[src/rtl/seg7_scan_reader.sv]
// seg7_scan_reader: decodes a scanned 4-digit 7-segment bus back to a stable 16-bit reading
module seg7_scan_reader #(
    parameter int STABLE_SCANS   = 3,
    parameter bit SEG_ACTIVE_LOW = 0
) (
    input  logic        clk,
    input  logic        reset,
    input  logic        in_valid,
    output logic        in_ready,
    input  logic [3:0]  dig_sel,
    input  logic [6:0]  seg,
    output logic        out_valid,
    input  logic        out_ready,
    output logic [15:0] out_value,
    output logic        frame_err,
    output logic        overrun
);
    typedef enum logic {COLLECT, EVAL} state_t;
    localparam logic [3:0] S = 4'(STABLE_SCANS);
    state_t state, state_nx;
    logic [15:0] slot_nib, prev, last_rep;
    logic [3:0] slot_ok, seen, cnt, cnt_nx, dnib;
    logic [6:0] s;
    logic dok, accept, onehot, hs, all_ok, reportable, rep_seen;
    assign s = SEG_ACTIVE_LOW ? ~seg : seg;
    assign in_ready = (state == COLLECT);
    assign accept = in_valid && in_ready;
    assign onehot = (dig_sel != 4'd0) && ((dig_sel & (dig_sel - 4'd1)) == 4'd0);
    assign hs = out_valid && out_ready;
    assign all_ok = &slot_ok;
    // Segment pattern back to hex nibble; anything off-table is flagged invalid
    always_comb begin
        dok = 1'b1;
        dnib = 4'h0;
        case (s)
            7'h3F: dnib = 4'h0;
            7'h06: dnib = 4'h1;
            7'h5B: dnib = 4'h2;
            7'h4F: dnib = 4'h3;
            7'h66: dnib = 4'h4;
            7'h6D: dnib = 4'h5;
            7'h7D: dnib = 4'h6;
            7'h07: dnib = 4'h7;
            7'h7F: dnib = 4'h8;
            7'h6F: dnib = 4'h9;
            7'h77: dnib = 4'hA;
            7'h7C: dnib = 4'hB;
            7'h39: dnib = 4'hC;
            7'h5E: dnib = 4'hD;
            7'h79: dnib = 4'hE;
            7'h71: dnib = 4'hF;
            default: dok = 1'b0;
        endcase
    end
    // Frame evaluation: a handshake in the same cycle is treated as already completed
    always_comb begin
        cnt_nx = !all_ok ? 4'd0 : (slot_nib != prev) ? 4'd1 : (cnt >= S) ? S : cnt + 4'd1;
        reportable = all_ok && (cnt_nx == S) &&
                     (!(rep_seen || hs) || (slot_nib != (hs ? out_value : last_rep)));
    end
    // Next state: leave COLLECT when the accepting write fills the last seen bit
    always_comb begin
        state_nx = state;
        if (state == EVAL)
            state_nx = COLLECT;
        else if (accept && onehot && ((seen | dig_sel) == 4'hF))
            state_nx = EVAL;
    end
    // State register
    always_ff @(posedge clk) begin
        if (reset) state <= COLLECT;
        else       state <= state_nx;
    end
    // Slot capture, stability tracking and output handshake
    always_ff @(posedge clk) begin
        if (reset) begin
            slot_nib  <= '0;
            slot_ok   <= '0;
            seen      <= '0;
            prev      <= '0;
            cnt       <= '0;
            last_rep  <= '0;
            rep_seen  <= 1'b0;
            out_valid <= 1'b0;
            out_value <= '0;
            frame_err <= 1'b0;
            overrun   <= 1'b0;
        end else begin
            frame_err <= 1'b0;
            if (hs) begin
                out_valid <= 1'b0;
                last_rep  <= out_value;
                rep_seen  <= 1'b1;
            end
            if (accept) begin
                if (!onehot) frame_err <= 1'b1;
                else for (int i = 0; i < 4; i++) if (dig_sel[i]) begin
                    slot_nib[4*i +: 4] <= dnib;
                    slot_ok[i]         <= dok;
                    seen[i]            <= 1'b1;
                end
            end
            if (state == EVAL) begin
                seen      <= '0;
                cnt       <= cnt_nx;
                prev      <= slot_nib;
                frame_err <= !all_ok;
                if (reportable) begin
                    if (out_valid && !hs) overrun <= 1'b1;
                    else begin
                        out_value <= slot_nib;
                        out_valid <= 1'b1;
                    end
                end
            end
        end
    end
endmodule

[config.mk]
export PLATFORM = sky130hd
export DESIGN_NAME = seg7_scan_reader
export DESIGN_NICKNAME = d
export VERILOG_FILES = /design/src/rtl/seg7_scan_reader.sv
export SDC_FILE = /design/constraint.sdc
export NUM_CORES = 1
export LEC_CHECK = 0
export ABC_AREA = 1
export CAP_MARGIN = 20
export CORE_UTILIZATION = 52
export CTS_CLUSTER_DIAMETER = 60
export DETAILED_ROUTE_END_ITERATION = 7
export PLACE_DENSITY = 0.79
export SLEW_MARGIN = 25
export SYNTH_ARGS = -nofsm -noshare
export SYNTH_HDL_FRONTEND = slang
export SYNTH_SLANG_ARGS = --single-unit
export TNS_END_PERCENT = 5
[constraint.sdc]
create_clock -name clk -period 1.9 [get_ports clk]
set_clock_uncertainty 0.1 [all_clocks]
set_input_delay 0.19 -clock clk [delete_from_list [all_inputs] [get_ports clk]]
set_output_delay 0.19 -clock clk [all_outputs]
set_load 0.005 [all_outputs]
==> results of run 1 <==
## synthesized netlist by cell type
cell type  instances  area share (%)
nand4_1           19             3.0
nor3_1             7            0.87
buf_8              1            0.37
buf_6              5             1.4
nand2_4            3            0.84
nor4_1             6            0.93
nor2_1            67             6.2
nand3b_1           1            0.19
nor2_4             1            0.28
nand3_1           39             4.8
nor3b_1            1            0.19
buf_1              1           0.093
or2_1              1            0.16
buf_4              2            0.37
clkinv_1           9            0.84
a21oi_1           35             4.4
clkbuf_1           7            0.65
nor2_2             2            0.31
inv_1             84             7.8
or2_2              1            0.16
inv_2             11             1.0
xor2_1             5             1.1
dfxtp_1           81              40
buf_2              2            0.25
nand3_4            2            0.87
nand2_1          154              14
o32ai_1            1            0.22
o22ai_1           15             2.3
o21ai_0           28             3.5
o31ai_1            1            0.19
nand2_2            7             1.1
ha_1               1            0.31
o21ai_2            2            0.44
o21bai_1           1            0.19
## worst max-delay path, cell delays in order, from the launching register on
cell     delay, ns
dfxtp_4       0.38
nand2_4       0.07
buf_12        0.16
inv_2         0.07
nand2_2       0.06
nand2_1       0.09
nand2_1       0.07
nand2_2       0.09
nand3_2       0.10
nor2_4        0.15
nand3_4       0.14
buf_6         0.17
nand4_1       0.09
nand2_1       0.07
nor2_1        0.09
## area by class of cell
class                      count  share of cell area (%)
inverter                     104                    7.55
clock inverter                 5                    1.98
timing repair buffer          87                    14.9
sequential                    81                    31.7
multi-input combinational    401                    38.7
clock buffer                  11                    2.73
tap                           99                    2.40
## flip-flops by register name (all words and copies together), names as in the netlist
name       flops
state          1
overrun        1
out_valid      1
slot_nib      16
last_rep      16
slot_ok        4
out_value     16
cnt            4
prev          16
seen           4
rep_seen       1
frame_err      1
## power by group
group          switching, mW  leakage [nW]  total (mW)  internal, mW
combinational          0.213          1.60       0.365         0.153
clock                  0.629         0.120        1.54         0.908
sequential            0.0244         0.659        1.75          1.72
## final timing paths
check,cells past startpoint,endpoint
hold reg to reg,2,cnt[2]
setup / recovery,14,out_value[8]
setup reg to reg,14,out_value[8]
hold / removal,2,cnt[2]
## routing by layer
| metal | global-route usage (%) | up-vias | wire length, um |
|---|---|---|---|
| li1 | - | 2077 | - |
| met3 | 6.43 | 33 | 551 |
| met1 | 33.3 | 1894 | 4550 |
| met5 | 0 | - | 0 |
| met2 | 48.3 | 147 | 5300 |
| met4 | 13.2 | 0 | 318 |
## metrics by stage
stage | hold slack, ns | std cells | util (%) | area [um2]
detailed placement | 0.332 | 771 | 64.8 | 4770
global route | 0.370 | 788 | 70.2 | 5170
global placement | 0.329 | 771 | 64.8 | 4770
CTS | 0.344 | 788 | 69.1 | 5090
finish | 0.342 | 788 | 70.2 | 5170
floorplan | 0.280 | 603 | - | 4030
## kinds of logic (layout without fill, tap and decap cells)
group                    count (synthesis)  count (layout)  share of synthesized area, %
AO/OA/AOI/OAI                           83              83                          11.2
adder cells (fa/ha/maj)                  1               1                         0.311
flip-flops                              81              81                          40.3
AND/OR/NAND/NOR                        311             312                          34.3
buffers and inverters                  122             207                          12.8
XOR/XNOR                                 5               5                          1.09
## timing repair
item	4_1_cts	5_1_grt
gates resized for setup	26	20
setup endpoints to repair	18	18
setup buffers	0	0
pin swaps	10	11
gates cloned	1	0
==> qor.txt, run 1 <==
===============================================================================================
Die extent in y ..................................................................      90.0 um
Htree depth ......................................................................            3
Hold path startpoint .............................................................       cnt[2]
Register-to-register setup slack .................................................     -0.04 ns
Area of the die ..................................................................     8100 um2
Number of detailed-routing iterations run before antenna repair ..................            5
Worst Slack Setup Final ..........................................................   -0.0380 ns
Violated checks .................................................................. negative setup slack
Starting Density .................................................................        54.6%
Clock input transition at the sequential cells of the worst setup and hold paths .      0.09 ns
Max-slew headroom at the worst pin ...............................................        71.1%
Result of the run ................................................................ finished with violations
Data required time at the worst endpoint .........................................      2.10 ns
Post-layout total power ..........................................................      3.65 mW
Final count of hold timing violations ............................................            0
Worst Hold Class .................................................................      reg2reg
DRC Markers ......................................................................            0
Crit. End Element ................................................................     register
Initial antenna violation count ..................................................            0
Number of synthesized register bits ..............................................           81
Global-route wire length before repair ...........................................     18400 um
Post-placement worst setup slack .................................................    -0.393 ns
Routed length per placed instance ................................................      13.6 um
Detailed-route wire length .......................................................     10700 um
I/O Buffers ......................................................................           34
Aggregate negative setup slack ...................................................    -0.190 ns
Slew @ Worst Pin .................................................................     0.430 ns
Post-layout nets .................................................................          700
Post-route clock period utilization ..............................................         102%
Pwr Density ......................................................................   706 nW/um2
# rows ...........................................................................           31
Critical path arrival ............................................................      2.13 ns
MaxCap Viol Count ................................................................            0
Number of global-route vias before repair ........................................         4137
Seq/Total Area, Yosys ............................................................        40.3%
Maximum fanout along the worst path ..............................................           13
Inserted Clock Buffers ...........................................................            9
Setup repair after global routing missed its margin ..............................         true
Unique cell type count in the Yosys netlist ......................................           34
Leak Pwr .........................................................................      2.38 nW
Final-report max-slew violation count ............................................            0
Synthesized net count ............................................................          619
Worst skew pair latency ..........................................................      0.35 ns
Mapped Avg Cell Area .............................................................     6.68 um2
Most common cell after layout, fill and taps aside ...............................      nand2_1
Core area ........................................................................     7370 um2
Layout filler cell count .........................................................          592
Number of antenna diodes .........................................................            0
# clock sinks ....................................................................           81
TritonCTS clock tree .............................................................        built
Total number of yosys warnings ...................................................            0
Longest Clk Path Bufs ............................................................            2
Count of final setup violators ...................................................            8
Worst setup path start ...........................................................    out_valid
Number of routed nets with antenna violations ....................................            0
Most used cells in the layout excluding fill and tap cells ....................... nand2_1, inv_1, dfxtp_1
Overall global routing resource usage ............................................        28.1%
Horizontal die dimension .........................................................      90.0 um
Worst voltage drop across the vdd grid ...........................................   0.000379 V
Tmin final .......................................................................      1.94 ns
Post-synthesis instance area .....................................................     4030 um2
Worst setup path category ........................................................      reg2reg
Violation count after the first detailed-route iteration .........................          293
Number of top-level design ports .................................................           35
Per-cell via count in the routed design ..........................................         5.27
Leftover overflow at the end of global routing ...................................            0
HPWL after detailed placement ....................................................      7680 um
Area of combinational cells with multiple inputs .................................     2000 um2
Via total after detailed routing .................................................         4151
Sequential Area ..................................................................     1640 um2
Share of post-route cells with drive strength above 1 ............................        18.9%
Worst flop-to-flop path startpoint ...............................................    out_valid
Category of the worst setup path launch point ....................................     register
Post-CTS Hold Buffers ............................................................            0
Fmax .............................................................................    0.516 GHz
GPL Wtd Cong .....................................................................        0.912
Area Overhead vs Synth ...........................................................        28.4%
Root buffer cell .................................................................     clkbuf_8
Maximum number of pins on one net before global-route repair .....................           34
Instance count of the mapped netlist .............................................          603
===============================================================================================
(Power assumes the default switching activity.)
==> inputs of run 2 (changes only) <==
--- a/config.mk
+++ b/config.mk
@@ -7,6 +7,7 @@
 export LEC_CHECK = 0
 export ABC_AREA = 1
 export CAP_MARGIN = 20
+export CORE_MARGIN = 5
 export CORE_UTILIZATION = 52
 export CTS_CLUSTER_DIAMETER = 60
 export DETAILED_ROUTE_END_ITERATION = 7
==> qor.txt, run 2 (synthesis results as in run 1) <==
===============================================================================================
Starting Density .................................................................        52.6%   -2.0 points
Worst r2r dst .................................................................... out_value[13]
Number of antenna diodes .........................................................            0   unchanged
Post-Layout Cell Count ...........................................................          791   +0.38%
Layout filler cell count .........................................................          658   +11%
Longest Clk Path Bufs ............................................................            2   unchanged
Via total after detailed routing .................................................         4179   +0.67%
Initial antenna violation count ..................................................            0   unchanged
Category of the worst setup path launch point ....................................     register
Overall global routing resource usage ............................................        22.1%   -6.0 points
Leftover overflow at the end of global routing ...................................            0   unchanged
Inserted Clock Buffers ...........................................................            9   unchanged
Worst skew pair latency ..........................................................      0.36 ns   about the same
Number of top-level design ports .................................................           35   unchanged
Most common cell after layout, fill and taps aside ...............................      nand2_1
Number of detailed-routing iterations run before antenna repair ..................            4   -1
Number of global-route vias before repair ........................................         3885   -6.1%
Root buffer cell .................................................................     clkbuf_8
Number of routed nets with antenna violations ....................................            0   unchanged
Area of the die ..................................................................     9600 um2   +19%
Worst R2R Path Depth .............................................................           14   unchanged
Worst flop-to-flop path startpoint ...............................................    out_valid
DRC Markers ......................................................................            0   unchanged
Clock input transition at the sequential cells of the worst setup and hold paths .      0.08 ns   about the same
Total instance count after detailed placement ....................................          772   +0.13%
Fmax .............................................................................    0.507 GHz   -1.8%
Detailed-route wire length .......................................................     10600 um   -0.85%
Post-route clock period utilization ..............................................         104%   +1.9 points
Slew @ Worst Pin .................................................................     0.408 ns   -0.0221 ns
# rows ...........................................................................           32   +3.2%
Tmin final .......................................................................      1.97 ns   +0.0354 ns
Count of final setup violators ...................................................           18   +10
Share of post-route cells with drive strength above 1 ............................        16.3%   -2.6 points
MaxCap Viol Count ................................................................            0   unchanged
Global-route wire length before repair ...........................................     17400 um   -5.5%
Register-to-register setup slack .................................................     -0.07 ns   -0.04 ns
Pwr Density ......................................................................   728 nW/um2   +3.1%
Worst Hold Class .................................................................      reg2reg
Data required time at the worst endpoint .........................................      2.10 ns   about the same
Most used cells in the layout excluding fill and tap cells ....................... nand2_1, inv_1, dfxtp_1
Setup repair after global routing missed its margin ..............................         true
Number of cells traversed by the worst hold path .................................            2   unchanged
Post-layout nets .................................................................          700   unchanged
Maximum number of pins on one net before global-route repair .....................           20   -41%
Violation count after the first detailed-route iteration .........................          254   -13%
Violated checks .................................................................. negative setup slack
Maximum fanout along the worst path ..............................................            8   -5
TritonCTS clock tree .............................................................        built
Post-placement worst setup slack .................................................    -0.462 ns   -0.0690 ns
I/O Buffers ......................................................................           34   unchanged
Final-layout worst hold slack ....................................................     0.340 ns   -0.00161 ns
Die extent in y ..................................................................      98.0 um   +8.9%
Routed length per placed instance ................................................      13.4 um   -1.2%
Per-cell via count in the routed design ..........................................         5.28   +0.29%
# clock sinks ....................................................................           81   unchanged
Htree depth ......................................................................            3   unchanged
Worst voltage drop across the vdd grid ...........................................   0.000374 V   -1.2%
Final count of hold timing violations ............................................            0   unchanged
Critical path arrival ............................................................      2.17 ns   +0.04 ns
Crit. End Element ................................................................     register
Horizontal die dimension .........................................................      98.0 um   +8.9%
Worst Slack Setup Final ..........................................................   -0.0734 ns   -0.0354 ns
Leak Pwr .........................................................................      2.37 nW   -0.44%
Worst setup path category ........................................................      reg2reg
Hold path startpoint .............................................................       cnt[3]
Design area ......................................................................     5130 um2   -0.77%
Result of the run ................................................................ finished with violations
Area Overhead vs Synth ...........................................................        27.4%
Worst Hold Path EP ...............................................................       cnt[3]
GPL Wtd Cong .....................................................................        0.936   +2.7%
HPWL after detailed placement ....................................................      7950 um   +3.5%
Area post-placement ..............................................................     4770 um2   about the same
Core area ........................................................................     7650 um2   +3.8%
Final-report max-slew violation count ............................................            0   unchanged
Max-slew headroom at the worst pin ...............................................        72.5%   +1.5 points
===============================================================================================
run 2: cell types whose count changed in the layout (fill, tap and decap cells not counted), sizes merged:
cell / delta
bufinv: +1
clkinv: -1
run 2: through the flow:
step,utilization (%),TNS (ns),power [mW]
after floorplan,-,0,1.96
after global placement,62.4,-8.07,2.11
after detailed placement,62.4,-10.88,2.13
after CTS,66.6,-0.0220,3.74
after global routing,67.1,-3.01,3.86
final,67.1,-0.971,3.73
run 2: power by group:
group          internal [mW]  total [mW]  switching (mW)  leakage [nW]
clock                   1.01        1.63           0.619         0.124
sequential              1.72        1.75          0.0256         0.658
combinational          0.150       0.358           0.208          1.58
run 2: what timing repair did:
item / in CTS / in global routing
hold buffers: 0 / 0
gates cloned: 1 / 1
resized for setup: 16 / 10
pin swaps: 2 / 4
setup endpoints to repair: 18 / 25
buffers inserted: 0 / 1
run 2: how the worst max path moves through the flow:
| stage | start | endpoint | slack (ns) | cells past startpoint |
|---|---|---|---|---|
| after floorplan | out_valid | out_value[9] | 0.06 | 16 |
| after global placement | out_ready | out_value[13] | -0.38 | 15 |
| after detailed placement | out_ready | out_value[8] | -0.46 | 15 |
| after CTS | slot_nib[6] | out_value[8] | -0.01 | 12 |
| after global routing | out_valid | out_value[8] | -0.19 | 14 |
| final | out_valid | out_value[13] | -0.07 | 14 |
run 2: routing by layer:
metal	up-vias	wire (um)	global-route usage (%)
li1	2073	-	-
met4	0	312	9.58
met1	1897	4390	27.0
met3	28	775	5.00
met2	181	5150	37.2
met5	-	0	0
run 2: critical path: stages, from the launching register on:
cell     delay, ns
dfxtp_4       0.38
nand2_4       0.08
buf_4         0.18
nand2_2       0.08
nand2_1       0.06
nand2_1       0.06
nand2_1       0.07
nor2_2        0.13
nand2_1       0.08
nor2_2        0.16
nand3_4       0.16
buf_6         0.18
nand4_1       0.06
nand2_1       0.05
nor2_1        0.10
run 2: final cells by class:
type	instances	area, um2	share of cell area, %
Clock buffer	11	131	2.56
Multi-Input combinational cell	401	1940	37.8
Sequential cell	81	1640	31.9
Timing Repair Buffer	87	778	15.2
Inverter	104	390	7.61
Clock inverter	5	128	2.49
Tap cell	102	128	2.49
